**src/rtl/his_readout.sv**
```systemverilog
// his_readout: scans every histogram bin in address order, streams {bin, count} and clears each bin once it is accepted.
// Define PEAK_DETECT_EN to add the running peak tracker outputs (peak_bin, peak_count, peak_valid).
module his_readout #(
   parameter int NB = 6,
   parameter int CW = 21
) (
   input  logic          clk,
   input  logic          res,
   input  logic          start,
   output logic          mem_rd_en,
   output logic [NB-1:0] mem_rd_addr,
   input  logic [CW-1:0] mem_rd_data,
   output logic          mem_wr_en,
   output logic [NB-1:0] mem_wr_addr,
   output logic          out_valid,
   input  logic          out_ready,
   output logic [NB-1:0] out_bin,
   output logic [CW-1:0] out_count,
   output logic          out_last,
   output logic          busy,
   output logic          done
`ifdef PEAK_DETECT_EN
   ,
   output logic [NB-1:0] peak_bin,
   output logic [CW-1:0] peak_count,
   output logic          peak_valid
`endif
);

   typedef enum logic [2:0] {
      ST_IDLE = 3'd0,
      ST_RD   = 3'd1,
      ST_LAT  = 3'd2,
      ST_OUT  = 3'd3,
      ST_DONE = 3'd4
   } state_t;

   localparam logic [NB-1:0] LAST_BIN = {NB{1'b1}};

   state_t        state_r;
   state_t        state_s;
   logic          start_acc_s;
   logic          accept_s;
   logic [NB-1:0] ptr_r;
   logic [CW-1:0] count_r;
   logic          last_r;
   logic          rd_en_r;
   logic          valid_r;
   logic          busy_r;
   logic          done_r;

   // State register
   always_ff @(posedge clk or negedge res) begin
      if (!res) begin
         state_r <= ST_IDLE;
      end else begin
         state_r <= state_s;
      end
   end

   // Next-state decode and handshake qualifiers
   always_comb begin
      state_s     = state_r;
      start_acc_s = 1'b0;
      accept_s    = 1'b0;
      case (state_r)
         ST_IDLE: begin
            if (start) begin
               state_s     = ST_RD;
               start_acc_s = 1'b1;
            end else begin
               state_s = ST_IDLE;
            end
         end
         ST_RD:   state_s = ST_LAT;
         ST_LAT:  state_s = ST_OUT;
         ST_OUT: begin
            if (out_ready) begin
               accept_s = 1'b1;
               // last bin is decided before any increment, so the pointer never wraps to 0
               if (last_r) begin
                  state_s = ST_DONE;
               end else begin
                  state_s = ST_RD;
               end
            end else begin
               state_s = ST_OUT;
            end
         end
         ST_DONE: state_s = ST_IDLE;
         default: state_s = ST_IDLE;
      endcase
   end

   // Bin pointer, captured beat and registered strobes
   always_ff @(posedge clk or negedge res) begin
      if (!res) begin
         ptr_r   <= {NB{1'b0}};
         count_r <= {CW{1'b0}};
         last_r  <= 1'b0;
         rd_en_r <= 1'b0;
         valid_r <= 1'b0;
         busy_r  <= 1'b0;
         done_r  <= 1'b0;
      end else begin
         if (start_acc_s) begin
            ptr_r <= {NB{1'b0}};
         end else if (accept_s && !last_r) begin
            ptr_r <= ptr_r + NB'(1);
         end else begin
            ptr_r <= ptr_r;
         end
         if (state_r == ST_LAT) begin
            count_r <= mem_rd_data;
            last_r  <= (ptr_r == LAST_BIN);
         end else if (accept_s) begin
            count_r <= count_r;
            last_r  <= 1'b0;
         end else begin
            count_r <= count_r;
            last_r  <= last_r;
         end
         rd_en_r <= (state_s == ST_RD);
         valid_r <= (state_s == ST_OUT);
         busy_r  <= (state_s != ST_IDLE);
         done_r  <= (state_s == ST_DONE);
      end
   end

   assign mem_rd_en   = rd_en_r;
   assign mem_rd_addr = ptr_r;
   // the clear must land in the same cycle as the accepting handshake
   assign mem_wr_en   = accept_s;
   assign mem_wr_addr = ptr_r;
   assign out_valid   = valid_r;
   assign out_bin     = ptr_r;
   assign out_count   = count_r;
   assign out_last    = last_r;
   assign busy        = busy_r;
   assign done        = done_r;

`ifdef PEAK_DETECT_EN
   logic [NB-1:0] peak_bin_r;
   logic [CW-1:0] peak_count_r;
   logic          peak_valid_r;

   // Running maximum over accepted beats; strict compare keeps the lowest bin on ties
   always_ff @(posedge clk or negedge res) begin
      if (!res) begin
         peak_bin_r   <= {NB{1'b0}};
         peak_count_r <= {CW{1'b0}};
         peak_valid_r <= 1'b0;
      end else begin
         if (start_acc_s) begin
            peak_bin_r   <= {NB{1'b0}};
            peak_count_r <= {CW{1'b0}};
         end else if (accept_s && (count_r > peak_count_r)) begin
            peak_bin_r   <= ptr_r;
            peak_count_r <= count_r;
         end else begin
            peak_bin_r   <= peak_bin_r;
            peak_count_r <= peak_count_r;
         end
         peak_valid_r <= (state_s == ST_DONE);
      end
   end

   assign peak_bin   = peak_bin_r;
   assign peak_count = peak_count_r;
   assign peak_valid = peak_valid_r;
`endif

endmodule

```
**config.mk**
```make
export PLATFORM = sky130hd
export DESIGN_NAME = his_readout
export DESIGN_NICKNAME = d
export VERILOG_FILES = /design/src/rtl/his_readout.sv
export SDC_FILE = /design/constraint.sdc
export NUM_CORES = 1
export LEC_CHECK = 0
export ABC_AREA = 1
export BUFFER_PORTS_ARGS = -buffer_cell sky130_fd_sc_hd__buf_4
export CAP_MARGIN = 20
export CORE_MARGIN = 8
export CORE_UTILIZATION = 40
export CTS_BUF_LIST = sky130_fd_sc_hd__clkbuf_2 sky130_fd_sc_hd__clkbuf_4 sky130_fd_sc_hd__clkbuf_8
export DETAILED_ROUTE_END_ITERATION = 10
export PLACE_DENSITY = 0.8
export SLEW_MARGIN = 20
export SYNTH_ARGS = -nofsm -noshare
export SYNTH_HDL_FRONTEND = slang
export SYNTH_SLANG_ARGS = --single-unit
```
**constraint.sdc**
```tcl
create_clock -name clk -period 1.95 [get_ports clk]
set_input_delay 0.2925 -clock clk [delete_from_list [all_inputs] [get_ports clk]]
set_output_delay 0.2925 -clock clk [all_outputs]
set_load 0.01 [all_outputs]
```
==> results.toml <==
[yosys]
synth_compound_area_share_pct = 2.42
synthXorXnorAreaFrac_pct = 0
syn_inst = 176
synth-simple-area-share_pct = 30.5
synth_top_family_by_area = "simple AND/OR/NAND/NOR gates"
synth_nets = 202
syn_area_per_cell_um2 = 8.83
synth_area_um2 = 1550
yosysSeqAreaShare_pct = 56.4
ys_ff_latch = 35
synthAdderAreaFrac_pct = 0.805
yosysUniqueCellTypes = 20
synth_warnings = 0
muxShareOfSynthArea_pct = 0

[status]
outcome = "finished, final reports clean"

[global_route]
grt_use_total_pct = 12.5
grt_overflow_total = 0
grt_max_degree = 36
grt_pass1_vias = 1414
grt_pass1_wl_mm = 6.23
antenna_found_initial = 0

[clock_network]
clkSinkCount = 35
cts_tree = "built"
clk_latency_ns = 0.28
clkTransAtPathRegs_ns = 0.07
htree_levels = 2
ctsRootBufferMaster = "clkbuf_8"
clk_path_buf_depth = 2
cts-resized-gates = 0
cts_buffers = 5

[layout]
diodes = 0
syn_to_final_growth_pct = 36.9
finalNetCount = 264
most-common-layout-cells = "nand2_1, buf_4, dfrtp_1"
final_common_cell = "nand2_1"
post-route-util_pct = 57.7
drive_gt1_share_pct = 37.0

[sta]
tightest_slew_ns = 0.439
min_period_over_period_pct = 75.7
max_clock_freq_ghz = 0.677
setup_viol = 0
maxSlewHeadroom_pct = 70.7
clock_skew_ns = 0.00371
setup_tns_ns = 0
drv_slew = 0
rsz0062_at_grt = "no"
period_minus_slack_ns = 1.48
setup_ws_ns = 0.474
final_hold_viol_count = 0

[worst_setup_path]
critPathSlowestCell = "dfrtp_1"
regToRegSetupSlack_ns = 0.75
crit_path_cell_trace = "nand3_1 > nor2_2 > buf_4"
end_kind = "output pin"
r2r_cells = 6
worstReg2RegStart = "mem_rd_addr[1]"
critPathRequiredTime_ns = 1.66
worst_r2r_endpoint = "mem_rd_addr[4]"
cp.arrival_ns = 1.18
cp_num_buf_inv = 1
cp_max_fo = 5
slowest_delay_ns = 0.45
crit_family = "flip-flops"
start_kind = "flip-flop"
crit_type = "reg -> out"

[floorplan]
dieArea_um2 = 6140
placementRows = 22
die_h_um = 78.3
start_util_pct = 42.1
core_um2 = 3690
boundaryPins = 70
die_x_um = 78.3

[placement]
routabilityCongestion = 0.772
dp_hpwl_mm = 2.72
pre_cts_ws_ns = 0.734
io_buffers = 69

[routing]
dr.pass1.iters = 4
viasPerCell = 4.67
drt_iter0_markers = 35
wl_mm = 3.56
antenna_left = 0
vias = 1335
post_drt_wl_per_cell_um = 12.5
drc_errors = 0

[power_and_ir_drop]
p_int_mw = 1.96
vdd.ir_drop.worst_v = 0.000725
p_leak_nw = 1.18
power_frac_clock_pct = 16.4
p_sw_mw = 1.23
p_seq_share_pct = 38.4
p_comb_share_pct = 45.3
power_switching_share_pct = 38.5
p_per_area_nw_per_um2 = 1500

[hold_path]
min_to = "out_count[20]"
hold_start = "mem_rd_data[20]"
hp-class = "in -> reg"
hold_path_depth = 3

[job]
cap_viol_max_count = 0
final cells by class:
| cell class | instances | area [um^2] |
|---|---|---|
| Clock buffer | 6 | 82.6 |
| Clock inverter | 1 | 5.00 |
| Fill cell | 361 | 1560 |
| Inverter | 11 | 43.8 |
| Multi-Input combinational cell | 114 | 524 |
| Sequential cell | 35 | 876 |
| Tap cell | 48 | 60.1 |
| Timing Repair Buffer | 71 | 536 |
logic make-up (layout without fill, tap and decap cells):
family          count (synthesis)  after routing
simple gates                  107            107
flops                          35             35
buf+inv                        27             89
compound gates                  6              6
fa+ha+maj                       1              1
timing repair:
item                                   in CTS  in global routing
setup buffers                               0                  0
hold buffers                                1                  0
endpoints found under the hold margin      35                  0
sequential cells by signal (all words and copies together) (netlist names):
signal,count
state_r,3
mem_rd_addr,6
out_valid,1
out_count,21
out_last,1
busy,1
mem_rd_en,1
done,1
per-layer routing:
layer,up-vias,GRT usage [%],share of wire [%]
met3,6,8.31,13
met2,55,19.9,46
li1,659,-,-
met4,0,4.44,1.5
met5,-,0,0
met1,615,13.0,39
worst max path at each step:
stage / startpoint / to / slack [ns] / depth (start not counted)
floorplan: mem_rd_addr[0] / mem_rd_addr[2] / 0.79 / 4
global placement: state_r[2] / mem_rd_addr[2] / 0.77 / 5
detailed placement: mem_rd_addr[1] / mem_rd_addr[4] / 0.73 / 6
CTS: state_r[0] / mem_wr_en / 0.46 / 3
global route: state_r[0] / mem_wr_en / 0.36 / 3
finish: state_r[0] / mem_wr_en / 0.47 / 3
power by group through the flow:
stage / sequential [mW] / clock [mW] / combinational [mW]
floorplan: 1.35 / 0 / 0.715
global placement: 1.22 / 0 / 1.47
detailed placement: 1.23 / 0 / 1.49
CTS: 1.23 / 0.538 / 1.49
global route: 1.27 / 0.568 / 1.65
finish: 1.23 / 0.523 / 1.45
tightest hold or removal path: cells and delay by family:
family | cells | cell delay [ns]
buffers and inverters | 1 | 0.08
and+or+nand+nor | 2 | 0.09
through the flow:
stage          power [mW]  std cells  hold slack, ns  area [um^2]
3_3_place_gp         2.69        278           0.269         2030
6_report             3.20        286           0.204         2130
2_1_floorplan        2.06        176        -0.00309         1550
5_1_grt              3.49        286           0.202         2130
4_1_cts              3.25        286           0.196         2130
3_5_place_dp         2.73        278           0.274         2030
cell usage after synthesis:
library cell	n	area share (%)
buf_2	4	1.3
buf_4	12	5.8
dfrtp_1	35	56
ha_1	1	0.81
inv_1	7	1.7
inv_2	3	0.72
inv_4	1	0.40
nand2_1	82	20
nand2_2	1	0.40
nand2_4	1	0.72
nand3_1	8	2.6
nand4_1	6	2.4
nand4_4	1	1.4
nor2_1	4	0.97
nor2_2	2	0.81
nor3_4	1	1.0
o211ai_1	1	0.48
o21ai_1	3	0.97
o21bai_1	2	0.97
or2_2	1	0.40
Power figures use the tool's default switching activity.
